<file path="src/rtl/axis_header_inserter_v2_if.sv">
// axis_header_inserter_v2_if
// Groups the three AXI-Stream style channels of the header inserter:
//   payload in  : valid_in, data_in, keep_in, last_in / ready_in
//   stream out  : valid_out, data_out, keep_out, last_out / ready_out
//   header in   : valid_insert, data_insert, keep_insert, byte_insert_cnt / ready_insert
// Modports:
//   slave  - the inserter itself (consumes payload/header, produces the output stream)
//   master - the environment around it (source of payload/header, sink of the output)
interface axis_header_inserter_v2_if #(
   parameter int DATA_WD      = 32,
   parameter int DATA_BYTE_WD = DATA_WD / 8,
   parameter int BYTE_CNT_WD  = $clog2(DATA_BYTE_WD) + 1
);
   logic                    valid_in;
   logic [DATA_WD-1:0]      data_in;
   logic [DATA_BYTE_WD-1:0] keep_in;
   logic                    last_in;
   logic                    ready_in;

   logic                    valid_out;
   logic [DATA_WD-1:0]      data_out;
   logic [DATA_BYTE_WD-1:0] keep_out;
   logic                    last_out;
   logic                    ready_out;

   logic                    valid_insert;
   logic [DATA_WD-1:0]      data_insert;
   logic [DATA_BYTE_WD-1:0] keep_insert;
   logic [BYTE_CNT_WD-1:0]  byte_insert_cnt;
   logic                    ready_insert;

   modport slave (
      input  valid_in, data_in, keep_in, last_in,
      output ready_in,
      output valid_out, data_out, keep_out, last_out,
      input  ready_out,
      input  valid_insert, data_insert, keep_insert, byte_insert_cnt,
      output ready_insert
   );

   modport master (
      output valid_in, data_in, keep_in, last_in,
      input  ready_in,
      input  valid_out, data_out, keep_out, last_out,
      output ready_out,
      output valid_insert, data_insert, keep_insert, byte_insert_cnt,
      input  ready_insert
   );
endinterface

</file>
<file path="src/rtl/axis_header_inserter_v2.sv">
// axis_header_inserter_v2
// Prepends 0..DATA_BYTE_WD header bytes to every AXI-Stream packet and
// re-aligns the payload across the header boundary at one beat per clock.
// A single extra flush beat is emitted only when the residual bytes of the
// last payload beat do not fit in the last output beat. Byte order is
// MSB-first (byte 0 lives in bits [DATA_WD-1 -: 8]).
// Ports:
//   clk   - clock, rising edge
//   rst_n - asynchronous active-low reset
//   bus   - axis_header_inserter_v2_if.slave (payload in, header in, stream out)
//   pkt_cnt / byte_cnt - statistics outputs, present only when the macro
//                        AXIS_HDR_STATS_EN is defined
module axis_header_inserter_v2 #(
   parameter int DATA_WD      = 32,
   parameter int DATA_BYTE_WD = DATA_WD / 8,
   parameter int BYTE_CNT_WD  = $clog2(DATA_BYTE_WD) + 1
) (
   input logic                     clk,
   input logic                     rst_n,
   axis_header_inserter_v2_if.slave bus
`ifdef AXIS_HDR_STATS_EN
   ,
   output logic [31:0]             pkt_cnt,
   output logic [31:0]             byte_cnt
`endif
);

   localparam int N = DATA_BYTE_WD;
   localparam logic [BYTE_CNT_WD-1:0] N_CNT = BYTE_CNT_WD'(N);
   localparam logic [BYTE_CNT_WD:0]   N_SUM = (BYTE_CNT_WD + 1)'(N);

   typedef enum logic [1:0] {S_HDR, S_BODY, S_FLUSH} state_t;

   state_t                 state_q, state_d;
   logic [BYTE_CNT_WD-1:0] n_q;
   logic [BYTE_CNT_WD-1:0] spill_q;
   logic [DATA_WD-1:0]     resid_q;

   logic                   can_load;
   logic                   hdr_hs, body_hs, flush_ld;
   logic [BYTE_CNT_WD-1:0] n_hdr;
   logic [BYTE_CNT_WD-1:0] k_in;
   logic [BYTE_CNT_WD:0]   sum;
   logic [BYTE_CNT_WD:0]   spill_w;
   logic [2*DATA_WD-1:0]   cat_shift;
   logic [DATA_WD-1:0]     body_data;
   logic [N-1:0]           body_keep;
   logic                   body_last;
   logic [BYTE_CNT_WD-1:0] flush_sh;
   logic [N-1:0]           flush_keep;
   logic [DATA_WD-1:0]     flush_data;
   logic                   unused_keep_insert;

   function automatic logic [BYTE_CNT_WD-1:0] popCount(input logic [N-1:0] keep);
      logic [BYTE_CNT_WD-1:0] c;
      c = '0;
      for (int i = 0; i < N; i++) begin
         c = c + BYTE_CNT_WD'(keep[i]);
      end
      return c;
   endfunction

   // top m bits set in an N-bit keep vector; m == N gives all ones
   function automatic logic [N-1:0] topOnes(input logic [BYTE_CNT_WD:0] m);
      return ~({N{1'b1}} >> m);
   endfunction

   function automatic logic [DATA_WD-1:0] keepMask(input logic [N-1:0] keep);
      logic [DATA_WD-1:0] m;
      for (int i = 0; i < N; i++) begin
         m[i*8 +: 8] = {8{keep[i]}};
      end
      return m;
   endfunction

   // low n bytes set; n == N shifts everything out and yields all ones
   function automatic logic [DATA_WD-1:0] lowMask(input logic [BYTE_CNT_WD-1:0] n);
      return ~({DATA_WD{1'b1}} << {n, 3'b000});
   endfunction

   // keep_insert is informational only; byte_insert_cnt decides the header length
   assign unused_keep_insert = ^bus.keep_insert;

   assign can_load = ~bus.valid_out | bus.ready_out;
   assign n_hdr    = (bus.byte_insert_cnt > N_CNT) ? N_CNT : bus.byte_insert_cnt;
   assign k_in     = popCount(bus.keep_in);
   assign sum      = {1'b0, n_q} + {1'b0, k_in};
   assign spill_w  = sum - N_SUM;

   // Body beat: the n residual bytes followed by the top N-n payload bytes,
   // taken from the low word of the 2-word concatenation shifted by n bytes.
   assign cat_shift = {resid_q, bus.data_in} >> {n_q, 3'b000};
   assign body_last = bus.last_in && (sum <= N_SUM);
   assign body_keep = body_last ? topOnes(sum) : {N{1'b1}};
   assign body_data = cat_shift[DATA_WD-1:0] & keepMask(body_keep);

   // Flush beat: residual moved up to the MSB end, only the spilled bytes kept
   assign flush_sh   = N_CNT - n_q;
   assign flush_keep = topOnes({1'b0, spill_q});
   assign flush_data = (resid_q << {flush_sh, 3'b000}) & keepMask(flush_keep);

   // State register
   always_ff @(posedge clk or negedge rst_n) begin
      if (!rst_n) begin
         state_q <= S_HDR;
      end else begin
         state_q <= state_d;
      end
   end

   // Next state and channel ready signals; every channel only moves when the
   // output register can take a new beat
   always_comb begin
      state_d          = state_q;
      bus.ready_in     = 1'b0;
      bus.ready_insert = 1'b0;
      hdr_hs           = 1'b0;
      body_hs          = 1'b0;
      flush_ld         = 1'b0;
      case (state_q)
         S_HDR: begin
            bus.ready_insert = can_load;
            if (bus.valid_insert && can_load) begin
               hdr_hs  = 1'b1;
               state_d = S_BODY;
            end
         end
         S_BODY: begin
            bus.ready_in = can_load;
            if (bus.valid_in && can_load) begin
               body_hs = 1'b1;
               if (bus.last_in) begin
                  state_d = (sum > N_SUM) ? S_FLUSH : S_HDR;
               end
            end
         end
         S_FLUSH: begin
            if (can_load) begin
               flush_ld = 1'b1;
               state_d  = S_HDR;
            end
         end
         default: state_d = S_HDR;
      endcase
   end

   // Residual bytes, header length and the registered output beat
   always_ff @(posedge clk or negedge rst_n) begin
      if (!rst_n) begin
         n_q           <= '0;
         spill_q       <= '0;
         resid_q       <= '0;
         bus.valid_out <= 1'b0;
         bus.data_out  <= '0;
         bus.keep_out  <= '0;
         bus.last_out  <= 1'b0;
      end else begin
         if (hdr_hs) begin
            n_q     <= n_hdr;
            resid_q <= bus.data_insert & lowMask(n_hdr);
         end
         if (body_hs) begin
            resid_q <= bus.data_in & lowMask(n_q);
            spill_q <= spill_w[BYTE_CNT_WD-1:0];
         end
         if (body_hs) begin
            bus.valid_out <= 1'b1;
            bus.data_out  <= body_data;
            bus.keep_out  <= body_keep;
            bus.last_out  <= body_last;
         end else if (flush_ld) begin
            bus.valid_out <= 1'b1;
            bus.data_out  <= flush_data;
            bus.keep_out  <= flush_keep;
            bus.last_out  <= 1'b1;
         end else if (bus.ready_out) begin
            bus.valid_out <= 1'b0;
         end
      end
   end

`ifdef AXIS_HDR_STATS_EN
   // Packet and byte counters, counted on output handshakes, wrapping at 2^32
   always_ff @(posedge clk or negedge rst_n) begin
      if (!rst_n) begin
         pkt_cnt  <= '0;
         byte_cnt <= '0;
      end else if (bus.valid_out && bus.ready_out) begin
         byte_cnt <= byte_cnt + 32'(popCount(bus.keep_out));
         if (bus.last_out) begin
            pkt_cnt <= pkt_cnt + 32'd1;
         end
      end
   end
`endif

endmodule

</file>
<file path="src/flat_wrapper.sv">
// flat-port wrapper written by rule: the top's interface ports become plain ports
module axis_header_inserter_v2_flat 
#(
   parameter int DATA_WD      = 32,
   parameter int DATA_BYTE_WD = DATA_WD / 8,
   parameter int BYTE_CNT_WD  = $clog2(DATA_BYTE_WD) + 1
)
  (clk, rst_n, bus_valid_in, bus_data_in, bus_keep_in, bus_last_in, bus_ready_in, bus_valid_out, bus_data_out, bus_keep_out, bus_last_out, bus_ready_out, bus_valid_insert, bus_data_insert, bus_keep_insert, bus_byte_insert_cnt, bus_ready_insert);
  axis_header_inserter_v2_if #(.DATA_WD(DATA_WD), .DATA_BYTE_WD(DATA_BYTE_WD), .BYTE_CNT_WD(BYTE_CNT_WD)) bus_i ();
  input logic clk;
  input logic rst_n;
  input wire logic [$bits(bus_i.valid_in)-1:0] bus_valid_in;
  input wire logic [$bits(bus_i.data_in)-1:0] bus_data_in;
  input wire logic [$bits(bus_i.keep_in)-1:0] bus_keep_in;
  input wire logic [$bits(bus_i.last_in)-1:0] bus_last_in;
  output wire logic [$bits(bus_i.ready_in)-1:0] bus_ready_in;
  output wire logic [$bits(bus_i.valid_out)-1:0] bus_valid_out;
  output wire logic [$bits(bus_i.data_out)-1:0] bus_data_out;
  output wire logic [$bits(bus_i.keep_out)-1:0] bus_keep_out;
  output wire logic [$bits(bus_i.last_out)-1:0] bus_last_out;
  input wire logic [$bits(bus_i.ready_out)-1:0] bus_ready_out;
  input wire logic [$bits(bus_i.valid_insert)-1:0] bus_valid_insert;
  input wire logic [$bits(bus_i.data_insert)-1:0] bus_data_insert;
  input wire logic [$bits(bus_i.keep_insert)-1:0] bus_keep_insert;
  input wire logic [$bits(bus_i.byte_insert_cnt)-1:0] bus_byte_insert_cnt;
  output wire logic [$bits(bus_i.ready_insert)-1:0] bus_ready_insert;
  assign bus_i.valid_in = bus_valid_in;
  assign bus_i.data_in = bus_data_in;
  assign bus_i.keep_in = bus_keep_in;
  assign bus_i.last_in = bus_last_in;
  assign bus_ready_in = bus_i.ready_in;
  assign bus_valid_out = bus_i.valid_out;
  assign bus_data_out = bus_i.data_out;
  assign bus_keep_out = bus_i.keep_out;
  assign bus_last_out = bus_i.last_out;
  assign bus_i.ready_out = bus_ready_out;
  assign bus_i.valid_insert = bus_valid_insert;
  assign bus_i.data_insert = bus_data_insert;
  assign bus_i.keep_insert = bus_keep_insert;
  assign bus_i.byte_insert_cnt = bus_byte_insert_cnt;
  assign bus_ready_insert = bus_i.ready_insert;
  axis_header_inserter_v2 #(.DATA_WD(DATA_WD), .DATA_BYTE_WD(DATA_BYTE_WD), .BYTE_CNT_WD(BYTE_CNT_WD)) u_core (.clk(clk), .rst_n(rst_n), .bus(bus_i));
endmodule
</file>
<file path="config.mk">
export PLATFORM = sky130hd
export DESIGN_NAME = axis_header_inserter_v2_flat
export DESIGN_NICKNAME = d
export VERILOG_FILES = /design/src/rtl/axis_header_inserter_v2_if.sv /design/src/rtl/axis_header_inserter_v2.sv /design/src/flat_wrapper.sv
export SDC_FILE = /design/constraint.sdc
export NUM_CORES = 1
export LEC_CHECK = 0
export CORE_MARGIN = 2
export CORE_UTILIZATION = 42
export DETAILED_ROUTE_END_ITERATION = 12
export PLACE_DENSITY_LB_ADDON = 0.3
export SLEW_MARGIN = 20
export SYNTH_ARGS = -nofsm -noshare
export SYNTH_HDL_FRONTEND = slang
export SYNTH_SLANG_ARGS = --single-unit
</file>
<file path="constraint.sdc">
create_clock -name clk -period 2.7 [get_ports clk]
set_input_delay 0.405 -clock clk [delete_from_list [all_inputs] [get_ports clk]]
set_output_delay 0.405 -clock clk [all_outputs]
set_load 0.02 [all_outputs]
</file>
==> metrics.cfg <==
[run_status]
status=finished, violations left
violations=negative setup slack

[clock_tree]
numClockSinks=78
hold_buffers=0
cts_buffer_depth=2
clkSlewWorstSetupHoldPaths_ns=0.06
clkLatencyLatePin_ns=0.35
cts_tree=done
htree_levels=3
cts_root_buf=clkbuf_16
cts_buffers=9

[global_route]
grt_pass1_vias=5545
grt_max_degree=65
gr-usage-all-layers=0.309
overflow=0
grt_pass1_wl_mm=33.1
antenna_found_initial=0

[worst_setup_path]
crit_slowest_cell=fa_1
slowest_delay_ns=0.49
crit_buf_inv=4
worstPathArrival_ns=2.98
endpoint_kind=register
worst-setup-path-type=in -> reg
cp_data_required_time_ns=2.97
start_kind=input port
path_max_fanout=8
cp_cell_sequence=buf_6 -> ha_4 -> inv_2 -> fa_1 -> inv_1 -> ha_2 -> fa_2 -> and2_4 -> a21o_4 -> a31oi_4 -> buf_12 -> a22oi_2 -> a21oi_2
critPathTopFamily=adder cells

[yosys]
yosysWarningCount=0
syn_area_um2=5520
yosysSeqAreaShare=0.354
syn_avg_cell_area_um2=8.53
synth_top_cell_by_area=dfrtp_1
synth_top_area_share=0.354
synth.distinct_cells=47
synth_fp_nets=738
synth_seq_cells=78
synthTopCellsByArea=dfrtp_1, mux2i_1, a22oi_1
synth_cells=647

[layout]
finish.utilization=0.600
drive_above_1_share=0.166
syn_to_final_growth_pct=38.3
mostFrequentLayoutCell=clkdlybuf4s50_1
final_cell_mix=clkdlybuf4s50_1, nand2_1, dfrtp_1
nNetsFinal=863
antenna_cells=0

[die]
fp.dieH_um=119
placementRows=41
io_pins=121
start_util=0.434
die-area_um2=14100
die_w_um=119
design.core.area_um2=12700

[timing]
finClkSkew_ns=0.00608
fin_ws_ns=-0.0115
hold_viol=0
drv_slew=0
max_freq_mhz=369
worst_slew_pin_slew_ns=1.05
timing.final.crit_share=1.00
setup_viol=2
period_needed_ns=2.71
slew_headroom=0.298
grt_setup_unrepaired=true

[route]
viasPerCell=6.09
vias=5775
wl_per_cell_um=22.8
drc=0
final_antenna_net_count=0
drt_iter0_markers=604
routed_wirelength_mm=21.6
dr.pass1.iters=8

[power_and_ir_drop]
pwr_density_cell_nw_per_um2=1300
p_leak_nw=2.99
ir_drop_v=0.000492
finalPower_mw=9.91

[placement]
io_buffers=116
dp_hpwl_mm=16.0
place_congestion=0.921

[hold_path]
hold_path_class=in -> async

[job]
max_cap_viol_count=0

[metrics by stage]
step	cell area [um^2]	instances	hold WS, ns	setup TNS, ns	setup slack [ns]
after floorplan	5580	647	0.109	-1.05	-0.0661
after global placement	7140	929	0.478	-25.62	-0.729
after detailed placement	7140	929	0.496	-28.47	-0.821
after CTS	7550	948	0.154	0	0.0141
after global routing	7630	949	0.195	-0.843	-0.0681
final	7630	949	0.127	-0.0167	-0.0115
[layer usage]
metal  wire length (um)  part of all wire  track usage
met5                  0                 0            0
met2               9830              0.45        0.473
met1               9460              0.44        0.437
met3               1800             0.083       0.0569
met4                555             0.026        0.111
[cells in the mapped netlist, drive strengths merged]
| library cell | instances |
|---|---|
| a32o | 1 |
| a21o | 1 |
| a32oi | 16 |
| a22oi | 52 |
| clkinv | 1 |
| or3 | 3 |
| mux2i | 52 |
| nor3 | 5 |
| nand3b | 3 |
| nand3 | 13 |
| mux2 | 25 |
| o22ai | 9 |
| o32ai | 1 |
| inv | 11 |
| o22a | 1 |
| o221ai | 8 |
| or2 | 2 |
| a211oi | 3 |
| a31oi | 15 |
| dfrtp | 78 |
| fa | 2 |
| o31ai | 1 |
| nor4b | 1 |
| nand2b | 2 |
| and3 | 1 |
| nor2 | 63 |
| nand2 | 89 |
| nor3b | 1 |
| and2 | 2 |
| o21a | 2 |
| o211ai | 16 |
| ha | 8 |
| a221oi | 6 |
| buf | 16 |
| nor2b | 8 |
| o21ai | 56 |
| clkbuf | 30 |
| a21oi | 43 |
[logic make-up (layout without fill, tap and decap cells)]
group | after synthesis | in the layout | synth area share
AO/OA/AOI/OAI | 231 | 231 | 0.277
flip-flops | 78 | 78 | 0.354
adder cells (fa/ha/maj) | 10 | 10 | 0.0254
multiplexers | 77 | 77 | 0.145
buffers and inverters | 58 | 188 | 0.0467
AND/OR/NAND/NOR | 193 | 193 | 0.151
[sequential cells by signal (all words and copies together), names as in the netlist]
| signal | flops |
|---|---|
| u_core.state_q | 2 |
| u_core.resid_q | 32 |
| u_core.bus.last_out | 1 |
| u_core.n_q | 3 |
| u_core.bus.keep_out | 4 |
| u_core.bus.data_out | 32 |
| u_core.bus.valid_out | 1 |
| u_core.spill_q | 3 |
[path summary, 6_finish.rpt]
| kind | start | end | slack [ns] | depth (start not counted) |
|---|---|---|---|---|
| setup / recovery | bus_keep_in[0] | u_core.bus.data_out[18]$_DFFE_PN0P_ | -0.01 | 13 |
| hold / removal | rst_n | u_core.resid_q[0]$_DFFE_PN0P_ | 0.13 | 1 |
| setup reg to reg | u_core.n_q[0]$_DFFE_PN0P_ | u_core.bus.data_out[20]$_DFFE_PN0P_ | 0.21 | 7 |
| hold reg to reg | u_core.bus.keep_out[2]$_DFFE_PN0P_ | u_core.bus.keep_out[2]$_DFFE_PN0P_ | 0.51 | 1 |
| max in group asynchronous | rst_n | u_core.bus.data_out[9]$_DFFE_PN0P_ | 1.94 | 2 |
| min in group clk | u_core.bus.keep_out[2]$_DFFE_PN0P_ | u_core.bus.keep_out[2]$_DFFE_PN0P_ | 0.51 | 1 |
[final cells by class]
type	count	area, um^2
clock buffers	13	270
fillers	1178	5090
multi-input cells	511	3490
clock inverters	3	65.1
flip-flops and latches	78	1950
well taps	172	215
inverters	12	45.0
repair buffers	160	1590
[power by group]
group	switching (mW)	internal [mW]	total [mW]	leakage, nW
sequential	0.729	1.73	2.46	0.957
clock	0.505	0.885	1.39	0.166
combinational	3.49	2.57	6.06	1.86
total	4.73	5.18	9.91	2.99
[worst reg2reg max path: stages (launching register included)]
cell and delay (ns):
dfrtp_2 0.40, inv_1 0.06, ha_1 0.19, ha_1 0.34
o31ai_1 0.18, nor2_1 0.83, nand2_1 0.17, a31oi_1 0.23
[timing repair]
item / CTS / global route
setup buffers: 3 / 1
pin swaps: 9 / 14
resized for setup: 17 / 15
setup endpoints to repair: 38 / 29
No activity file was read; power rests on OpenSTA's default activity.
